===== src/rtl/request_unit.sv =====
// Memory request sequencer: serializes instruction fetch and data access, makes halt sticky,
// counts completed data transfers. Optional stall watchdog enabled by defining REQ_WATCHDOG_EN.
module request_unit #(
    parameter int CNT_W    = 32,
    parameter int WD_LIMIT = 1024
) (
    input  logic             CLK,
    input  logic             nRST,
    input  logic             ihit,
    input  logic             dhit,
    input  logic             dREN_req,
    input  logic             dWEN_req,
    input  logic             halt_in,
    output logic             iREN,
    output logic             dREN,
    output logic             dWEN,
    output logic             busy,
    output logic             halted,
    output logic [CNT_W-1:0] dxfer_cnt,
    output logic             wd_timeout
);

    // state | meaning
    // FETCH | instruction read outstanding, waiting for ihit
    // DATA  | latched load/store outstanding, waiting for dhit
    // HALT  | sticky stop, left only through reset
    typedef enum logic [1:0] {
        FETCH = 2'd0,
        DATA  = 2'd1,
        HALT  = 2'd2
    } state_t;

    localparam int WD_W = $clog2(WD_LIMIT + 1);

    state_t           state_q, state_d;
    logic             dren_q, dren_d;
    logic             dwen_q, dwen_d;
    logic [CNT_W-1:0] cnt_q, cnt_d;

    always_ff @(posedge CLK or negedge nRST) begin
        if (!nRST) begin
            state_q <= FETCH;
            dren_q  <= 1'b0;
            dwen_q  <= 1'b0;
            cnt_q   <= '0;
        end else begin
            state_q <= state_d;
            dren_q  <= dren_d;
            dwen_q  <= dwen_d;
            cnt_q   <= cnt_d;
        end
    end

    always_comb begin
        state_d = state_q;
        dren_d  = dren_q;
        dwen_d  = dwen_q;
        cnt_d   = cnt_q;
        case (state_q)
            FETCH: begin
                if (ihit) begin
                    if (halt_in) begin
                        state_d = HALT;
                    end else if (dREN_req || dWEN_req) begin
                        state_d = DATA;
                        // a store wins when both requests are decoded
                        dwen_d  = dWEN_req;
                        dren_d  = dREN_req & ~dWEN_req;
                    end
                end
            end
            DATA: begin
                if (dhit) begin
                    state_d = FETCH;
                    dren_d  = 1'b0;
                    dwen_d  = 1'b0;
                    cnt_d   = cnt_q + CNT_W'(1);
                end
            end
            HALT: begin
            end
            default: begin
                state_d = FETCH;
                dren_d  = 1'b0;
                dwen_d  = 1'b0;
            end
        endcase
    end

    assign iREN      = (state_q == FETCH);
    assign busy      = (state_q == DATA);
    assign halted    = (state_q == HALT);
    assign dREN      = dren_q;
    assign dWEN      = dwen_q;
    assign dxfer_cnt = cnt_q;

`ifdef REQ_WATCHDOG_EN
    logic [WD_W-1:0] stall_q, stall_d;
    logic            wd_q, wd_d;
    logic            stall, leave;

    assign stall = ((state_q == FETCH) && !ihit) || ((state_q == DATA) && !dhit);
    assign leave = (state_d != state_q);

    always_ff @(posedge CLK or negedge nRST) begin
        if (!nRST) begin
            stall_q <= '0;
            wd_q    <= 1'b0;
        end else begin
            stall_q <= stall_d;
            wd_q    <= wd_d;
        end
    end

    // flag raised in the same cycle the counter lands on the limit
    always_comb begin
        stall_d = stall_q;
        wd_d    = wd_q;
        if (leave) begin
            stall_d = '0;
        end else if (stall && (stall_q != WD_W'(WD_LIMIT))) begin
            stall_d = stall_q + WD_W'(1);
        end
        if (stall_d == WD_W'(WD_LIMIT)) begin
            wd_d = 1'b1;
        end
    end

    assign wd_timeout = wd_q;
`else
    logic [WD_W-1:0] wd_limit_unused;
    assign wd_limit_unused = WD_W'(WD_LIMIT);
    assign wd_timeout      = 1'b0;
`endif

endmodule


===== config.mk =====
export PLATFORM = sky130hd
export DESIGN_NAME = request_unit
export DESIGN_NICKNAME = d
export VERILOG_FILES = /design/src/rtl/request_unit.sv
export SDC_FILE = /design/constraint.sdc
export NUM_CORES = 1
export LEC_CHECK = 0
export ABC_AREA = 1
export CORE_ASPECT_RATIO = 1.25
export CORE_MARGIN = 2
export CORE_UTILIZATION = 51
export CTS_CLUSTER_DIAMETER = 200
export CTS_CLUSTER_SIZE = 28
export DETAILED_ROUTE_END_ITERATION = 10
export GPL_ROUTABILITY_DRIVEN = 0
export PLACE_DENSITY = 0.8
export SETUP_SLACK_MARGIN = 0.3
export SKIP_LAST_GASP = 1
export SLEW_MARGIN = 25
export SYNTH_ARGS = -nofsm -noshare
export SYNTH_HDL_FRONTEND = slang
export SYNTH_SLANG_ARGS = --single-unit

===== constraint.sdc =====
create_clock -name CLK -period 1.55 [get_ports CLK]
set_input_delay 0.31 -clock CLK [delete_from_list [all_inputs] [get_ports CLK]]
set_output_delay 0.31 -clock CLK [all_outputs]
set_load 0.01 [all_outputs]

## After elaboration in Yosys (flattened, before gate mapping)

Cells that the tools add are included.

| operators by class | value |
|---|---|
| $add $sub $neg | 1 |
| eq/ne operators | 7 |
| mux-type cells | 14 |
| bitwise logic cells | 3 |
| reductions and logical operators | 5 |

Operators with widths:

| kind | count |
|---|---|
| adder 32 x 1 -> 32 bit (second input constant) | 1 |
| 2-to-1 mux 2 bit | 4 |
| 2-to-1 mux 1 bit | 7 |
| inequality test 2 bit (second input constant) | 3 |
| one-hot mux 1 bit (3 select lines) | 2 |
| one-hot mux 2 bit (3 select lines) | 1 |
| AND reduction 5 bit | 1 |
| AND reduction 4 bit | 1 |
| inequality test 3 x 2 -> 1 bit (second input constant) | 1 |
| equality test 2 x 1 -> 1 bit (second input constant) | 1 |
| equality test 2 bit (second input constant) | 1 |
| zero test 2 bit | 1 |
| inequality test 2 x 1 -> 1 bit (second input constant) | 1 |
| NOT 1 bit | 2 |
| AND reduction 2 bit | 1 |
| bitwise AND 1 bit | 1 |
| logical OR 1 bit | 1 |

| storage, ports and cells | value |
|---|---|
| register bits | 36 |
| input bits | 7 |
| output and inout bits | 38 |
| word-level logic and storage cells | 34 |

## Depth between registers and ports, before layout

Gate-level depths: netlist (run 1).

| logic depth | value |
|---|---|
| depth after elaboration | 6 |
| depth in mapped cells | 9 |
| mapped depth without buffers | 9 |

## Least setup slack after synthesis (run 1)

Ideal clock, no wire load.

| path | value |
|---|---|
| path type | reg2reg |
| start point | register cnt_q[1] (netlist: dxfer_cnt[1]) |
| end point | register cnt_q[22] (netlist: dxfer_cnt[22]) |
| arrival time | 1.340 ns |
| data required time | 1.429 ns |
| setup slack | 0.089 ns |
| stages on the path, launching flop included | 8 |
| buffers on the path | 0 |
| period minus slack after synthesis | 1.461 ns |
| cells stage by stage | dfrtp_1 -> ha_1 -> nand3_1 -> nor2_1 -> nand2_1 -> nor2_2 -> nand2_1 -> xor2_1 |

| on the way | value |
|---|---|
| longest elaborated chain between the ends | 1 |

Ends and longest elaborated chain:

| element | line | source |
|---|---|---|
| start: declaration | 38 | `logic [CNT_W-1:0] cnt_q, cnt_d;` |
| start signal: assignment | 50 | `cnt_q <= cnt_d;` |
| adder 32 x 1 -> 32 bit | 77 | `cnt_d = cnt_q + CNT_W'(1);` |

Every way passes these cells.
A chain may end at the register's enable or synchronous reset.

## Final worst setup path (run 1)

| path | value |
|---|---|
| start point | register state_q[1] |
| end point | register cnt_q[22] (netlist: dxfer_cnt[22]) |

| on the way | value |
|---|---|
| longest elaborated chain between the ends | 2 |

Ends and longest elaborated chain:

| element | line | source |
|---|---|---|
| start: declaration | 35 | `state_t state_q, state_d;` |
| start signal: assignment | 47 | `state_q <= state_d;` |
| equality test 2 x 1 -> 1 bit | 59 | `case (state_q)` |
| AND reduction 2 bit (no line) | - |  |

Every way passes these cells.

==> flow_summary.json, run 1 <==
{
  "vias": 2549,
  "ant_nets": 0,
  "worstPathMaxFanout": 8,
  "multi_input_area_sq_um": 1304,
  "synth_flop_cell": "dfrtp_1",
  "synthesis.area_sq_um": 2098,
  "die-area_sq_um": 4647,
  "start_util_pct": 52.02,
  "rsz0062_at_grt": "true",
  "antenna_found_initial": 0,
  "layout-drive-gt1-share_pct": 47.17,
  "synthDistinctLibCells": 28,
  "peakVddDrop_v": 0.0004096,
  "wire_per_inst_um": 17.67,
  "synth_top_area_share_pct": 42.93,
  "hp-class": "in -> async",
  "drc": 0,
  "end_kind": "register",
  "clkPwrFrac_pct": 42.4,
  "overflow": 0,
  "cts_sinks": 36,
  "worstPathArrival_ns": 1.83,
  "fill_cells": 219,
  "stdcell_area_sq_um": 3510,
  "synthTopCellsByCount": "79 x nand2_1, 49 x inv_1, 37 x nor2_1",
  "cts_buffers": 5,
  "async_reset_ff_share_pct": 100.0,
  "worstPathRequired_ns": 1.75,
  "yosysMostFrequentCell": "nand2_1",
  "clk_pin_slew_ns": 0.08,
  "areaGrowthSynthToFinish_pct": 67.26,
  "grt_pass1_vias": 2315,
  "fin_skew_ns": 0.01420,
  "holdWs_ns": 0.3662,
  "synth_cells": 284,
  "path_class": "reg -> reg",
  "first_pass_iters": 6,
  "grt_max_degree": 37,
  "cts_tree": "done",
  "drtIter0Drc": 254,
  "maxCapViolCount": 0,
  "hpwl_um": 3710,
  "grt_usage_pct": 30.18,
  "coreArea_sq_um": 4034,
  "io_pins": 45,
  "yosysWarningCount": 0,
  "pwr-share-seq_pct": 54.9,
  "fin_ws_ns": -0.07546,
  "fin_crit_sh_pct": 104.9,
  "place_area_sq_um": 2744,
  "clk_latency_ns": 0.30,
  "yosysTopAreaCell": "dfrtp_1",
  "antenna_cells": 0,
  "setup_viol": 10,
  "worstSetupStartpointType": "register",
  "critical_path.most_common_cell": "nor2_4",
  "critPathMaxStageDelay_ns": 0.42,
  "synthTopCellsByArea": "dfrtp_1 43%, nand2_1 14%, inv_1 8.8%",
  "fp.dieW_um": 61.37,
  "synth_edf_count": 0,
  "ys_seq_area_share_pct": 42.93,
  "worstReg2RegStart": "state_q[1]$_DFFE_PN0P_",
  "drt-total-wl_um": 8183,
  "die_y_um": 75.72,
  "switching_share_pct": 22.78,
  "synth_nets": 292,
  "clockBufferDepth": 2,
  "p_leak_nw": 1.868,
  "cts_root_buffer": "clkbuf_8",
  "status": "finished, violations left",
  "port-buffer-count": 43,
  "ys_ff_latch": 36,
  "cellPowerDensity_nw_per_um2": 486.8,
  "final_nets": 414,
  "path_cells": "inv_2 > buf_6 > nand3_4 > nor2_4 > nand2_4 > nor2_4 > nand2_2 > xor2_1",
  "critPathSlowestCell": "dfrtp_1",
  "cp-startpoint": "state_q[1]$_DFFE_PN0P_",
  "pwr-share-comb_pct": 2.6,
  "max_freq_mhz": 615.2,
  "hold_violations": 0,
  "power.net_switching_uw": 389.2,
  "p_int_mw": 1.319,
  "min_period_ns": 1.625,
  "seq_area_sq_um": 909.6,
  "vias_per_cell": 5.505,
  "maxSlewViolCount": 0,
  "grt_first_pass_wirelength_um": 10460,
  "violations": "setup timing",
  "cts-htree-levels": 2,
  "syn_avg_cell_area_sq_um": 7.388,
  "rows": 26
}
-- layout make-up --
type / instances / share of cell area (%)
inverters: 50 / 5.561
flip-flops and latches: 36 / 25.92
clock buffers: 7 / 2.460
multi-input cells: 196 / 37.15
clock inverters: 1 / 0.2139
repair buffers: 117 / 26.70
well taps: 56 / 1.996
-- critical path, delay by kind of cell, from the launching register on --
family                 cells  cell delay (ns)
AND/OR/NAND/NOR            5             0.70
flip-flops                 1             0.42
XOR/XNOR                   1             0.21
buffers and inverters      2             0.20
-- registers in the layout (all words and copies together), names as in the netlist --
signal,count
dREN,1
dWEN,1
dxfer_cnt,32
state_q,2
-- cell usage in the layout (no fill, tap or decap), drive strengths merged, types with 3 or more instances in the layout --
cell,Yosys,routed
nor2,44,44
nor3,7,7
clkdlybuf4s15,0,6
xor2,12,12
inv,50,49
o21ai,4,4
nand4,12,12
buf,2,86
xnor2,8,8
clkbuf,0,26
nand2,81,81
clkdlybuf4s50,0,6
dfrtp,36,36
nand3b,3,3
nand3,19,19
-- layer usage --
layer	vias to the layer above	part of all wire [%]	GRT usage [%]	wire [um]
met1	1229	38	33.83	3122
met5	-	0	0	0
li1	1119	-	-	-
met3	52	6.3	7.131	514
met4	0	4.7	13.00	382
met2	149	51	53.78	4165
-- final timing paths --
check / to / slack [ns] / cells after the start
min in group CLK: dWEN$_DFFE_PN0P_ / 0.53 / 2
worst max-delay path: dxfer_cnt[22]$_DFFE_PN0P_ / -0.08 / 8
worst min register to register: dWEN$_DFFE_PN0P_ / 0.53 / 2
worst max register to register: dxfer_cnt[22]$_DFFE_PN0P_ / -0.08 / 8
worst min-delay path: dxfer_cnt[11]$_DFFE_PN0P_ / 0.37 / 2
max in group asynchronous: state_q[0]$_DFFE_PN0P_ / 0.97 / 2
-- logic make-up after synthesis --
logic type,share of synthesized area (%)
simple gates,36.55
buf+inv,9.839
flops,42.93
xor+xnor,8.348
compound gates,1.550
fa+ha+maj,0.5962
other cells,0.1787
-- metrics by stage --
step | power (mW) | worst slack [ns] | std cells | TNS (ns) | utilization, %
global route | 1.748 | -0.1663 | 463 | -0.8344 | 87.00
detailed placement | 1.002 | -0.2535 | 393 | -4.201 | 68.02
finish | 1.709 | -0.07546 | 463 | -0.2765 | 87.00
global placement | 1.002 | -0.1950 | 393 | -3.010 | 68.02
floorplan | 0.9630 | 0.1624 | 284 | 0 | -
CTS | 1.683 | 0.07908 | 452 | 0 | 84.00
-- power by group through the flow --
stage	combinational, mW	sequential, mW	clock (mW)
detailed placement	0.0453	0.957	0
floorplan	0.00580	0.957	0
CTS	0.0453	0.939	0.699
finish	0.0449	0.938	0.725
global route	0.0508	0.938	0.759
global placement	0.0452	0.957	0
-- timing repair --
| action | in CTS | in global routing |
|---|---|---|
| buffers inserted | 51 | 11 |
| pin swaps | 24 | 24 |
| setup endpoints to repair | 69 | 68 |
| hold buffers | 0 | 0 |
| resized for setup | 148 | 68 |
(Power assumes the default switching activity.)
==> inputs of run 2 (changes only) <==
--- a/config.mk
+++ b/config.mk
@@ -8,12 +8,12 @@
 export ABC_AREA = 1
 export CORE_ASPECT_RATIO = 1.25
 export CORE_MARGIN = 2
-export CORE_UTILIZATION = 51
+export CORE_UTILIZATION = 55
 export CTS_CLUSTER_DIAMETER = 200
 export CTS_CLUSTER_SIZE = 28
 export DETAILED_ROUTE_END_ITERATION = 10
 export GPL_ROUTABILITY_DRIVEN = 0
-export PLACE_DENSITY = 0.8
+export PLACE_DENSITY = 0.85
 export SETUP_SLACK_MARGIN = 0.3
 export SKIP_LAST_GASP = 1
 export SLEW_MARGIN = 25
==> constraint.sdc (replaced) <==
create_clock -name CLK -period 1.9 [get_ports CLK]
set_input_delay 0.38 -clock CLK [delete_from_list [all_inputs] [get_ports CLK]]
set_output_delay 0.38 -clock CLK [all_outputs]
set_load 0.01 [all_outputs]
==> flow_summary.json, run 2 (same netlist as run 1, synthesis figures left out) <==
{
  "status": "finished clean",
  "clk_pin_slew_ns": 0.07,
  "setup_viol": 0,
  "port-buffer-count": 43,
  "power.net_switching_uw": 292.7,
  "rows": 25,
  "coreArea_sq_um": 3722,
  "min_period_ns": 1.573,
  "clk_latency_ns": 0.30,
  "drt-total-wl_um": 5688,
  "hpwl_um": 3674,
  "fin_tns_setup_ns": 0,
  "max_freq_mhz": 635.7,
  "maxSlewViolCount": 0,
  "pwr-share-comb_pct": 2.3,
  "grt_pass1_vias": 1948,
  "switching_share_pct": 21.41,
  "largest_reg_flops": 32,
  "pwr-share-seq_pct": 56.0,
  "cts_root_buffer": "clkbuf_8",
  "clkPwrFrac_pct": 41.6,
  "cts_tree": "done",
  "die-area_sq_um": 4328,
  "antenna_found_initial": 0,
  "rsz0062_at_grt": "true",
  "cts-htree-levels": 2,
  "areaGrowthSynthToFinish_pct": 41.80,
  "highest_layer": "met4",
  "ant_nets": 0,
  "worstPathRequired_ns": 2.09,
  "peakVddDrop_v": 0.0003975,
  "m1WireLength_um": 2244,
  "hold_violations": 0,
  "end_kind": "register",
  "fin_crit_sh_pct": 82.80,
  "vias": 2151,
  "path_class": "reg -> reg",
  "fp.dieW_um": 59.25,
  "maxCapViolCount": 0,
  "overflow": 0,
  "wire_per_inst_um": 13.94,
  "layout-drive-gt1-share_pct": 18.21,
  "fin_skew_ns": 0.004342,
  "mostFrequentLayoutCell": "nand2_1",
  "cellPowerDensity_nw_per_um2": 459.4,
  "die_y_um": 73.06,
  "cts_buffers": 5,
  "dp_slack_ns": 0.01227,
  "fin_ws_ns": 0.3268,
  "cts_sinks": 36,
  "grt_first_pass_wirelength_um": 8790,
  "hp-class": "in -> async",
  "grt_usage_pct": 27.38,
  "hold_buffers": 0,
  "io_pins": 45,
  "drtIter0Drc": 116,
  "start_util_pct": 56.37,
  "first_pass_iters": 4,
  "final_util_pct": 79.93,
  "vias_per_cell": 5.272,
  "route.met2.wl_um": 2867,
  "fill_cells": 234,
  "worstSetupStartpointType": "register",
  "p_int_mw": 1.074,
  "antenna_cells": 0,
  "grt_max_degree": 37,
  "final_cell_mix": "78 x nand2_1, 47 x inv_1, 35 x buf_4",
  "drc": 0,
  "worstPathMaxFanout": 3,
  "final_nets": 375,
  "wl_met3_um": 363,
  "p_leak_nw": 1.729,
  "clockBufferDepth": 2,
  "worstPathArrival_ns": 1.76
}
[run 2: cell types whose count changed in the layout (fill, tap and decap cells not counted), sizes merged]
| cell | change |
|---|---|
| buf | -51 |
| dlymetal6s2s | +19 |
| clkbuf | -16 |
| dlygate4sd2 | +12 |
| clkdlybuf4s15 | -6 |
| clkdlybuf4s50 | +4 |
| clkinv | -1 |
| clkinvlp | -1 |
| inv | +1 |
[run 2: path summary, 6_finish.rpt]
path / end / startpoint / cells after the start / slack [ns]
setup / recovery: dxfer_cnt[27]$_DFFE_PN0P_ / dxfer_cnt[13]$_DFFE_PN0P_ / 8 / 0.33
hold / removal: dxfer_cnt[29]$_DFFE_PN0P_ / nRST / 2 / 0.50
setup reg to reg: dxfer_cnt[27]$_DFFE_PN0P_ / dxfer_cnt[13]$_DFFE_PN0P_ / 8 / 0.33
hold reg to reg: dWEN$_DFFE_PN0P_ / dWEN$_DFFE_PN0P_ / 2 / 0.52
max in group asynchronous: dxfer_cnt[2]$_DFFE_PN0P_ / nRST / 2 / 1.07
min in group CLK: dWEN$_DFFE_PN0P_ / dWEN$_DFFE_PN0P_ / 2 / 0.52
[run 2: what timing repair did]
| item | in CTS | in global routing |
|---|---|---|
| gates resized for setup | 18 | 33 |
| endpoints found under the setup margin | 35 | 39 |
| cloned | 0 | 0 |
| pin swaps | 0 | 3 |
| setup buffers | 24 | 3 |
[run 2: power by group through the flow]
| stage | registers [mW] | clock network [mW] | logic (mW) |
|---|---|---|---|
| finish | 0.766 | 0.569 | 0.0318 |
| global route | 0.765 | 0.614 | 0.0364 |
| CTS | 0.766 | 0.575 | 0.0333 |
| detailed placement | 0.781 | 0 | 0.0333 |
| global placement | 0.781 | 0 | 0.0322 |
| floorplan | 0.781 | 0 | 0.00473 |
[run 2: metal layers]
layer,vias to the layer above,GRT usage (%)
met5,-,0
li1,1036,-
met2,111,42.98
met4,0,15.91
met3,25,6.206
met1,979,33.98
[run 2: critical path: stages (launching register included)]
cell	delay (ns)
dfrtp_1	0.36
buf_4	0.13
nand2_1	0.12
nor2_1	0.26
nand2_1	0.10
nor2_2	0.12
nand2_1	0.13
o21ai_1	0.17
nand2_1	0.06
[run 2: layout make-up]
cell class              count  area (sq um)  share of cell area, %
clock buffers               8         90.09                  3.028
inverters                  50         190.2                  6.392
multi-input cells         196          1026                  34.48
repair buffers             78         715.7                  24.05
flip-flops and latches     36         903.4                  30.36
well taps                  40         50.05                  1.682
[run 2: metrics by stage]
stage,hold WS [ns],instance area [sq um],instances,power (mW)
2_1_floorplan,0.08441,2098,284,0.7856
3_3_place_gp,0.4890,2620,373,0.8129
3_5_place_dp,0.4953,2620,373,0.8139
4_1_cts,0.5186,2878,405,1.375
5_1_grt,0.5349,2975,408,1.415
6_report,0.4975,2975,408,1.367
==> inputs of run 3 (changes only) <==
--- a/config.mk
+++ b/config.mk
@@ -8,12 +8,12 @@
 export ABC_AREA = 1
 export CORE_ASPECT_RATIO = 1.25
 export CORE_MARGIN = 2
-export CORE_UTILIZATION = 55
+export CORE_UTILIZATION = 51
 export CTS_CLUSTER_DIAMETER = 200
 export CTS_CLUSTER_SIZE = 28
 export DETAILED_ROUTE_END_ITERATION = 10
 export GPL_ROUTABILITY_DRIVEN = 0
-export PLACE_DENSITY = 0.85
+export PLACE_DENSITY = 0.8
 export SETUP_SLACK_MARGIN = 0.3
 export SKIP_LAST_GASP = 1
 export SLEW_MARGIN = 25
==> constraint.sdc (replaced) <==
create_clock -name CLK -period 1.5 [get_ports CLK]
set_input_delay 0.3 -clock CLK [delete_from_list [all_inputs] [get_ports CLK]]
set_output_delay 0.3 -clock CLK [all_outputs]
set_load 0.01 [all_outputs]
==> flow_summary.json, run 3 (same netlist as run 1, synthesis figures left out) <==
{
  "worstPathRequired_ns": 1.67,
  "cts_tree": "done",
  "antenna_found_initial": 0,
  "cellPowerDensity_nw_per_um2": 492.2,
  "fill_cells": 211,
  "die_y_um": 75.72,
  "layout-drive-gt1-share_pct": 45.59,
  "first_pass_iters": 7,
  "r2r_slack_ns": -0.24,
  "peakVddDrop_v": 0.0004588,
  "p_leak_nw": 1.857,
  "setup_viol": 19,
  "worstReg2RegStart": "dxfer_cnt[8]$_DFFE_PN0P_",
  "ant_nets": 0,
  "drt-total-wl_um": 7686,
  "dp_slack_ns": -0.2635,
  "clockBufferDepth": 2,
  "reg2regPathDepth": 8,
  "status": "finished, violations left",
  "worstPathMaxFanout": 4,
  "final_nets": 415,
  "wire_per_inst_um": 16.56,
  "largest_reg_flops": 32,
  "hp-class": "in -> async",
  "start_util_pct": 52.02,
  "hold_buffers": 0,
  "port-buffer-count": 43,
  "drc": 0,
  "hpwl_um": 3904,
  "hold_violations": 0,
  "final_cell_mix": "65 x nand2_1, 55 x buf_4, 46 x inv_1",
  "cts_sinks": 36,
  "vias": 2575,
  "rows": 26,
  "die-area_sq_um": 4647,
  "clk_latency_ns": 0.30,
  "fp.dieW_um": 61.37,
  "mostFrequentLayoutCell": "nand2_1",
  "drtIter0Drc": 170,
  "coreArea_sq_um": 4034,
  "final_util_pct": 85.83,
  "rsz0062_at_grt": "true",
  "violations": "setup timing",
  "clk_pin_slew_ns": 0.08,
  "maxSlewViolCount": 0,
  "cts_root_buffer": "clkbuf_8",
  "io_pins": 45,
  "cts_buffers": 5,
  "fin_ws_ns": -0.2444,
  "fin_skew_ns": 0.01510,
  "grt_max_degree": 37,
  "rr_endpoint": "dxfer_cnt[31]$_DFFE_PN0P_",
  "antenna_cells": 0,
  "vias_per_cell": 5.550,
  "grt_usage_pct": 31.89,
  "min_period_ns": 1.744,
  "grt_first_pass_wirelength_um": 10880,
  "maxCapViolCount": 0,
  "overflow": 0,
  "path_class": "reg -> reg",
  "worstSetupStartpointType": "register",
  "cp-startpoint": "dxfer_cnt[8]$_DFFE_PN0P_",
  "fin_crit_sh_pct": 116.3,
  "worstPathArrival_ns": 1.91,
  "max_freq_mhz": 573.3,
  "end_kind": "register",
  "power_mw": 1.704,
  "grt_pass1_vias": 2383,
  "areaGrowthSynthToFinish_pct": 65.00,
  "cts-htree-levels": 2
}
[run 3: cell count changes in the layout (fill, tap and decap cells not counted), sizes merged]
cell | previous run | this run
buf | 35 | 100
clkbuf | 10 | 18
clkdlybuf4s15 | 0 | 1
clkdlybuf4s50 | 10 | 6
clkinv | 0 | 2
dlygate4sd2 | 12 | 0
dlymetal6s2s | 19 | 0
inv | 50 | 49
[run 3: worst max path at each step]
stage	endpoint	slack, ns
2_1_floorplan	dxfer_cnt[22]$_DFFE_PN0P_	0.11
3_3_place_gp	dxfer_cnt[22]$_DFFE_PN0P_	-0.21
3_5_place_dp	dxfer_cnt[22]$_DFFE_PN0P_	-0.26
4_1_cts	dxfer_cnt[22]$_DFFE_PN0P_	-0.01
5_1_grt	dxfer_cnt[31]$_DFFE_PN0P_	-0.25
6_report	dxfer_cnt[31]$_DFFE_PN0P_	-0.24
[run 3: final cells by class]
type	instances	area (sq um)	area share [%]
flip-flops and latches	36	909.6	26.27
inverters	50	200.2	5.782
clock buffers	7	76.32	2.205
clock inverters	1	5.005	0.1446
multi-input cells	196	1234	35.63
repair buffers	118	967.2	27.94
well taps	56	70.07	2.024
[run 3: per-stage QoR]
step / TNS, ns / hold slack, ns / cells / cell area [sq um]
floorplan: 0 / 0.004409 / 284 / 2196
global placement: -4.278 / 0.4869 / 396 / 2803
detailed placement: -4.998 / 0.4853 / 396 / 2803
CTS: -0.03103 / 0.3828 / 457 / 3383
global route: -3.118 / 0.3890 / 464 / 3462
finish: -1.168 / 0.3670 / 464 / 3462
[run 3: what timing repair did]
item / 4_1_cts / 5_1_grt
gates resized for setup: 172 / 43
pin swaps: 14 / 14
buffers inserted: 53 / 7
endpoints found under the setup margin: 71 / 64
[run 3: power breakdown]
part / internal, mW / switching, mW
sequential: 0.970 / 0
combinational: 0.0200 / 0.0275
clock: 0.326 / 0.360
total: 1.32 / 0.388
[run 3: layer usage]
layer  track usage [%]  vias to the layer above  wire, um  part of all wire [%]
li1                  -                     1122         -                     -
met1             35.38                     1226      2764                    36
met2             56.38                      169      3860                    50
met3             6.282                       58       556                   7.2
met4             17.26                        0       504                   6.6
met5                 0                        -         0                     0
[run 3: critical path: stages, from the launching register on]
cell and delay [ns]:
dfrtp_1 0.45, buf_4 0.15, nand2_2 0.12, nor2_1 0.21
nand2_1 0.11, nor2_2 0.21, nand3_1 0.15, nand2_1 0.12
nand2_1 0.09
